[src/rtl/mem_arbiter.sv]
// Round-robin arbiter sharing one single-port memory between instruction fetch,
// data load/store and an external DMA requester. The winning request is latched
// and held on the memory bus for WAIT_CYCLES+1 cycles. The block then returns a
// one-cycle ack to the granted requester, together with the read data.
module mem_arbiter #(
  parameter int ADDR_WIDTH  = 16,
  parameter int DATA_WIDTH  = 8,
  parameter int WAIT_CYCLES = 1
) (
  input  logic                    clk,
  input  logic                    rst_n,
  input  logic [2:0]              req,
  input  logic [2:0]              we,
  input  logic [3*ADDR_WIDTH-1:0] addr,
  input  logic [3*DATA_WIDTH-1:0] wdata,
  output logic [2:0]              ack,
  output logic [DATA_WIDTH-1:0]   rdata,
  output logic                    busy,
  output logic [1:0]              gnt_id,
  output logic                    mem_en,
  output logic                    mem_we,
  output logic [ADDR_WIDTH-1:0]   mem_addr,
  output logic [DATA_WIDTH-1:0]   mem_wdata,
  input  logic [DATA_WIDTH-1:0]   mem_rdata
);

  localparam int NUM_REQ = 3;
  localparam logic [3:0] WAIT_LAST = 4'(WAIT_CYCLES);

  typedef enum logic [1:0] {IDLE, ACCESS, DONE} state_t;

  typedef struct packed {
    logic                  we;
    logic [ADDR_WIDTH-1:0] addr;
    logic [DATA_WIDTH-1:0] wdata;
  } mreq_t;

  state_t     state, state_nxt;
  logic [3:0] cnt;
  logic [1:0] last;
  logic [1:0] win;
  logic [1:0] idx;
  logic       found;
  logic       last_cyc;
  mreq_t      lanes [NUM_REQ];

  // Unpack each requester's slice of the flat request buses.
  for (genvar i = 0; i < NUM_REQ; i++) begin : g_lane
    assign lanes[i] = '{we:    we[i],
                        addr:  addr[i*ADDR_WIDTH +: ADDR_WIDTH],
                        wdata: wdata[i*DATA_WIDTH +: DATA_WIDTH]};
  end

  assign last_cyc = (cnt == WAIT_LAST);

  // Round-robin pick: first requesting index searching circularly from last+1.
  always_comb begin
    win   = last;
    found = 1'b0;
    idx   = 2'd0;
    for (int k = 1; k <= NUM_REQ; k++) begin
      idx = 2'((int'(last) + k) % NUM_REQ);
      if (!found && req[idx]) begin
        found = 1'b1;
        win   = idx;
      end
    end
  end

  // State register.
  always_ff @(posedge clk) begin
    if (!rst_n) state <= IDLE;
    else        state <= state_nxt;
  end

  // Next-state logic: grant from IDLE, hold for WAIT_CYCLES+1, one DONE cycle.
  always_comb begin
    state_nxt = state;
    case (state)
      IDLE:    if (|req)    state_nxt = ACCESS;
      ACCESS:  if (last_cyc) state_nxt = DONE;
      DONE:                  state_nxt = IDLE;
      default:               state_nxt = IDLE;
    endcase
  end

  // Memory bus, ack/rdata and arbitration pointer; reset aborts any transaction.
  always_ff @(posedge clk) begin
    if (!rst_n) begin
      ack       <= '0;
      rdata     <= '0;
      busy      <= 1'b0;
      gnt_id    <= 2'd0;
      mem_en    <= 1'b0;
      mem_we    <= 1'b0;
      mem_addr  <= '0;
      mem_wdata <= '0;
      cnt       <= 4'd0;
      last      <= 2'd2;
    end else begin
      case (state)
        IDLE: begin
          if (|req) begin
            mem_en    <= 1'b1;
            mem_we    <= lanes[win].we;
            mem_addr  <= lanes[win].addr;
            mem_wdata <= lanes[win].wdata;
            busy      <= 1'b1;
            gnt_id    <= win;
            last      <= win;
            cnt       <= 4'd0;
          end
        end
        ACCESS: begin
          if (last_cyc) begin
            if (!mem_we) rdata <= mem_rdata;
            mem_en <= 1'b0;
            mem_we <= 1'b0;
            ack    <= 3'b001 << gnt_id;
          end else begin
            cnt <= cnt + 4'd1;
          end
        end
        DONE: begin
          ack  <= '0;
          busy <= 1'b0;
        end
        default: ;
      endcase
    end
  end

endmodule
[config.mk]
export PLATFORM = sky130hd
export DESIGN_NAME = mem_arbiter
export DESIGN_NICKNAME = d
export VERILOG_FILES = /design/src/rtl/mem_arbiter.sv
export SDC_FILE = /design/constraint.sdc
export NUM_CORES = 1
export LEC_CHECK = 0
export BUFFER_PORTS_ARGS = -buffer_cell sky130_fd_sc_hd__buf_2
export CAP_MARGIN = 5
export CORE_UTILIZATION = 46
export DETAILED_ROUTE_END_ITERATION = 6
export GPL_ROUTABILITY_DRIVEN = 0
export GPL_TIMING_DRIVEN = 0
export PLACE_DENSITY = 0.87
export SLEW_MARGIN = 20
export SYNTH_ARGS = -nofsm -noshare
export SYNTH_HDL_FRONTEND = slang
export SYNTH_SLANG_ARGS = --single-unit
[constraint.sdc]
create_clock -name clk -period 3.5 [get_ports clk]
set_input_delay 0.175 -clock clk [delete_from_list [all_inputs] [get_ports clk]]
set_output_delay 0.175 -clock clk [all_outputs]
set_load 0.1 [all_outputs]
== Yosys cells after proc, flatten, opt, wreduce, memory -nomap -nowiden ==
Index checks and enable logic that the tools add are counted.
Storage, ports and cells
  logic and storage cells: 75
  output and inout port bits: 40
  input port bits: 88
  register bits: 48
Operators by class
  bitwise logic cells: 2
  eq/ne operators: 6
  multiplexer cells: 28
  divide/modulo/power cells: 3
  add/subtract/negate cells: 4
  shift-type cells: 1
  reduce and logical (&&, ||, !) cells: 16
  $lt $le $gt $ge: 4
Operators by type and width (count)
  32-bit by 3-bit modulo with 32-bit output, second input constant: 3
  25-bit binary-select mux with 2-bit select: 1
  25-bit 2-to-1 mux: 2
  2-bit 2-to-1 mux: 5
  2-bit by 3-bit < comparator with 1-bit output, second input constant: 3
  3-bit AND reduction: 3
  1-bit 2-to-1 mux: 8
  4-bit 2-to-1 mux: 2
  4-bit one-hot mux with 2 select lines: 1
  2-bit AND reduction: 4
  2-bit by 2-bit adder with 3-bit output, second input constant: 2
  1-bit binary-select mux with 2-bit select: 3
  2-bit != test, second input constant: 3
  1-bit one-hot mux with 2 select lines: 3
  3-bit one-hot mux with 2 select lines: 1
  2-bit nonzero test: 3
  4-bit by 1-bit adder with 4-bit output, second input constant: 1
  4-bit by 1-bit equality test with 1-bit output, second input constant: 1
  2-bit one-hot mux with 2 select lines: 1
  2-bit by 1-bit adder with 3-bit output, second input constant: 1
  3-bit greater-or-equal comparator, second input constant: 1
  3-bit 2-to-1 mux: 1
  2-bit inverter with 3-bit output: 1
  3-bit OR reduction: 1
  other kinds (7): 9

== Logic depth before layout (Yosys ltp) ==
  word-level depth: 17
  mapped depth: 11

== Worst setup path before layout ==
OpenSTA, ideal clock, no wires.
  kind: flip-flop to flip-flop
  from: register gnt_id[0] (netlist name)
  to: register mem_wdata[3]
  data required time: 3.367 ns
  arrival time: 2.389 ns
  setup slack: 0.978 ns
  cell stages (with the launch flop): 12
  path through: dfxtp_1 -> inv_1 -> ha_1 -> buf_6 -> mux2_4 -> mux2_2 -> o311a_1 -> nor2_4 -> or3_1 -> buf_6 -> buf_12 -> o221ai_1
RTL lines
  end signal, assigned: line 107  | mem_wdata <= lanes[win].wdata;
  end, declared: line 23  | output logic [DATA_WIDTH-1:0] mem_wdata,

==> results.env <==
CORE_MM2=0.00524
VIAS_PER_CELL=5.20
FIN_WORST_SKEW_NS=0.00373
SETUP_VIOL_COUNT_FINAL=0
SEQCELLAREA_UM2=941
CLOCK_SINK_COUNT=47
TIMING.CRITICAL_PATH.TO='mem_addr[11]'
NUMPLACEDINSTANCES=481
SYNTHESIS.AREA_PER_INSTANCE_UM2=9.01
CLKLATENCYLATEPIN_NS=0.30
SYNTH-WARNING-COUNT=0
NUMPORTBUFFERS=126
CRIT_TYPE='reg -> reg'
STATUS='complete, no violations'
LAYOUT_AREA_OVERHEAD_PCT=31.8
POSTROUTEANTENNANETS=0
POWER.NET_SWITCHING_W=0.00152
TIMING.MAX_SLEW.REL_SLACK_PCT=51.8
DRTPASS1ITERATIONS=4
SYNTHESIS.INSTANCES=285
CRIT_START='gnt_id[0]'
YS_SEQ_AREA_SHARE_PCT=36.6
GRT_PASS1_WL_UM=11000
LAYOUT_WORST_PATH_CYCLE_SHARE_PCT=85.5
WORST_R2R_ENDPOINT='mem_addr[11]'
MAX_CAPACITANCE_VIOLATION_COUNT=0
DIEHEIGHT_UM=76.7
FLOORPLAN.DIE.WIDTH_UM=76.7
SYN-CELL-AREA_MM2=0.00257
NUM_ANTENNA_CELLS=0
PATH_CLK_SLEW_NS=0.09
TRITONCTS='yes'
WORST_SETUP_END_KIND='flop'
R2R_DEPTH=10
SETUP.REG_TO_REG.WORST_SLACK_NS=0.51
HTREE_NUM_LEVELS=2
VDD_IR_DROP_MAX_V=0.000491
CTS_HOLD_REPAIR.BUFFERS=0
INITIAL_CORE_UTIL_PCT=49.0
TOTALNEGATIVESETUPSLACK_NS=0
GRT_SETUP_UNREPAIRED='false'
CRITPATHREQUIREDTIME_NS=3.68
WORST_R2R_STARTPOINT='gnt_id[0]'
OVERFLOW=0
MAPPEDNETLISTNETS=379
P_LEAK_nW=1.56
P_COMB_SHARE_PCT=61.8
YS_FF_LATCH=47
PLACEMENT_ROWS=26
DIE_AREA_MM2=0.00589
POST_DRT_WL_PER_CELL_UM=14.0
CP_DATA_ARRIVAL_TIME_NS=3.17
POWER.INTERNAL_W=0.00126
FINALHOLDVIOLATIONS=0
DETAILEDPLACEMENTHPWL_UM=5390
GLOBALROUTETOTALUTIL_PCT=23.1
INITIAL_ANTENNA_VIOLATION_COUNT=0
DESIGN.PORTCOUNT=128
FILL_CELLS=454
FIRST_GLOBAL_VIAS=2458
CTS_RESIZED=0
CTS.ROOT.BUFFER_CELL='sky130_fd_sc_hd__clkbuf_8'
TIGHTESTPINTRANSITION_NS=0.717
MULTI_INPUT_AREA_MM2=0.00147
TIMING.FINAL.CRIT_PERIOD_NS=2.99
VIA_COUNT=2543
LARGEST_DRIVER_FANOUT_ON_THE_CRITICAL_PATH=10
POWER.SHARE.SEQUENTIAL_PCT=25.7
FINAL_CELL_COUNT_NO_FILL=489
DRIVE_GT1_SHARE_PCT=40.6
CLOCK_POWER_SHARE_PCT=12.5
FINALNETCOUNT=512
ITERATION_0_DRC_COUNT_OF_THE_DETAILED_ROUTER=101
YOSYS.CELL_TYPES.COUNT=37
GRT_START_MAX_NET_PINS=16
WORST_SETUP_PATH_START_KIND='flop'
HOLD_PATH.CLASS='in -> reg'
TRITONCTS.NUM_BUFFERS=5
ROUTE.DETAILED.DRC=0
CELLPOWERDENSITY_mW_PER_MM2=822
CTS.PATH.MAX_BUFFERS=2
FINAL_MAX_SLEW_VIOL_COUNT=0
FMAX_MHz=334
CTS.REPAIR_TIMING.SETUP_BUFFER_COUNT=0
SW_FRAC_OF_TOTAL_PCT=54.8
TOTALWIRELENGTH_UM=6820
[flip-flops by register name (all words and copies together) (netlist names), 2 cells and up]
register / cells
mem_addr: 16
mem_wdata: 8
rdata: 8
cnt: 4
ack: 3
gnt_id: 2
state: 2
[cells in the final DEF, fill, tap and decap left out, drive strengths merged]
| cell | netlist | final |
|---|---|---|
| a21oi | 20 | 20 |
| nand4 | 1 | 1 |
| a21o | 2 | 2 |
| ha | 6 | 6 |
| xor2 | 2 | 2 |
| clkbuf | 9 | 15 |
| mux2 | 3 | 3 |
| or3 | 3 | 3 |
| a211oi | 2 | 2 |
| nand2 | 68 | 68 |
| clkinvlp | 0 | 1 |
| nand3b | 2 | 2 |
| a31oi | 3 | 3 |
| o21ai | 10 | 10 |
| nand3 | 1 | 1 |
| nand2b | 2 | 2 |
| nor3b | 3 | 3 |
| mux2i | 29 | 29 |
| nor2b | 3 | 3 |
| o221ai | 24 | 24 |
| o211ai | 2 | 2 |
| o311a | 1 | 1 |
| clkinv | 0 | 1 |
| a22oi | 2 | 2 |
| o21a | 1 | 1 |
| buf | 11 | 137 |
| nor3 | 3 | 3 |
| nor2 | 19 | 19 |
| dfxtp | 47 | 47 |
| inv | 6 | 6 |
[per-layer routing]
| layer | track usage (%) | wire length (um) | up-vias |
|---|---|---|---|
| met5 | 0 | 0 | - |
| met3 | 5.36 | 416 | 8 |
| met4 | 7.31 | 73 | 0 |
| met1 | 25.6 | 2840 | 1177 |
| li1 | - | - | 1277 |
| met2 | 42.9 | 3490 | 81 |
[cell usage after synthesis, drive strengths merged]
master / number / area share [%]
nand2: 68 / 9.9
dfxtp: 47 / 37
mux2i: 29 / 11
o221ai: 24 / 13
a21oi: 20 / 3.9
nor2: 19 / 3.2
buf: 11 / 4.1
o21ai: 10 / 1.9
clkbuf: 9 / 1.3
ha: 6 / 2.9
inv: 6 / 0.88
a31oi: 3 / 0.73
mux2: 3 / 1.5
nor2b: 3 / 0.73
nor3: 3 / 0.58
nor3b: 3 / 0.88
or3: 3 / 0.73
a211oi: 2 / 0.58
a21o: 2 / 0.58
a22oi: 2 / 0.58
nand2b: 2 / 0.49
nand3b: 2 / 0.58
o211ai: 2 / 0.58
xor2: 2 / 0.68
nand3: 1 / 0.68
nand4: 1 / 0.24
o21a: 1 / 0.29
o311a: 1 / 0.39
[power by group through the flow]
stage	sequential [W]	clock, W	combinational, W
after floorplan	0.00147	0	0.000687
after global placement	0.000719	0	0.00170
after detailed placement	0.000726	0	0.00172
after CTS	0.000713	0.000358	0.00172
after global routing	0.000729	0.000377	0.00180
final	0.000714	0.000349	0.00172
[how the worst min path moves through the flow]
| stage | from | end | slack [ns] | depth (start not counted) |
|---|---|---|---|---|
| 6_report | mem_rdata[3] | rdata[3] | 0.10 | 3 |
| 5_1_grt | mem_rdata[3] | rdata[3] | 0.1 | 3 |
| 4_1_cts | mem_rdata[3] | rdata[3] | 0.1 | 3 |
| 3_5_place_dp | mem_rdata[3] | rdata[3] | 0.42 | 3 |
| 3_3_place_gp | mem_rdata[6] | rdata[6] | 0.42 | 3 |
| 2_1_floorplan | mem_rdata[0] | rdata[0] | 0.31 | 2 |
[layout make-up]
type,instances,share of cell area [%]
clock buffer,6,2.44
inverter,6,0.665
tap,70,2.59
timing repair buffer,126,18.6
clock inverter,2,0.480
sequential,47,27.8
multi-input combinational,212,43.3
buffer,20,4.14
[kinds of logic (layout without fill, tap and decap cells)]
| group | after synthesis | after routing | synth area share [%] |
|---|---|---|---|
| compound gates | 67 | 67 | 22.6 |
| xor+xnor | 2 | 2 | 0.682 |
| fa+ha+maj | 6 | 6 | 2.92 |
| buf+inv | 26 | 160 | 6.33 |
| flops | 47 | 47 | 36.6 |
| mux | 32 | 32 | 12.8 |
| simple gates | 105 | 105 | 18.0 |
[worst max-delay path, stage by stage, from the launching register on]
cell and delay [ns]:
sky130_fd_sc_hd__dfxtp_1 0.44, sky130_fd_sc_hd__inv_1 0.18, sky130_fd_sc_hd__ha_1 0.24, sky130_fd_sc_hd__buf_6 0.14, sky130_fd_sc_hd__mux2_4 0.31, sky130_fd_sc_hd__mux2i_1 0.20, sky130_fd_sc_hd__a31oi_1 0.14, sky130_fd_sc_hd__nor2_2 0.38
sky130_fd_sc_hd__buf_2 0.39, sky130_fd_sc_hd__mux2i_1 0.31, sky130_fd_sc_hd__o221ai_2 0.14
[metrics by stage]
step / total power, W / util, % / setup slack (ns) / hold WS (ns) / area, um2
2_1_floorplan: 0.00215 / - / 0.978 / 0.311 / 2570
3_3_place_gp: 0.00242 / 62.8 / 0.600 / 0.415 / 3290
5_1_grt: 0.00290 / 64.6 / 0.303 / 0.0962 / 3390
6_report: 0.00278 / 64.6 / 0.508 / 0.105 / 3390
3_5_place_dp: 0.00244 / 62.8 / 0.524 / 0.423 / 3290
4_1_cts: 0.00279 / 64.6 / 0.513 / 0.0969 / 3390
Note: power is estimated with default switching activity, not from simulation.
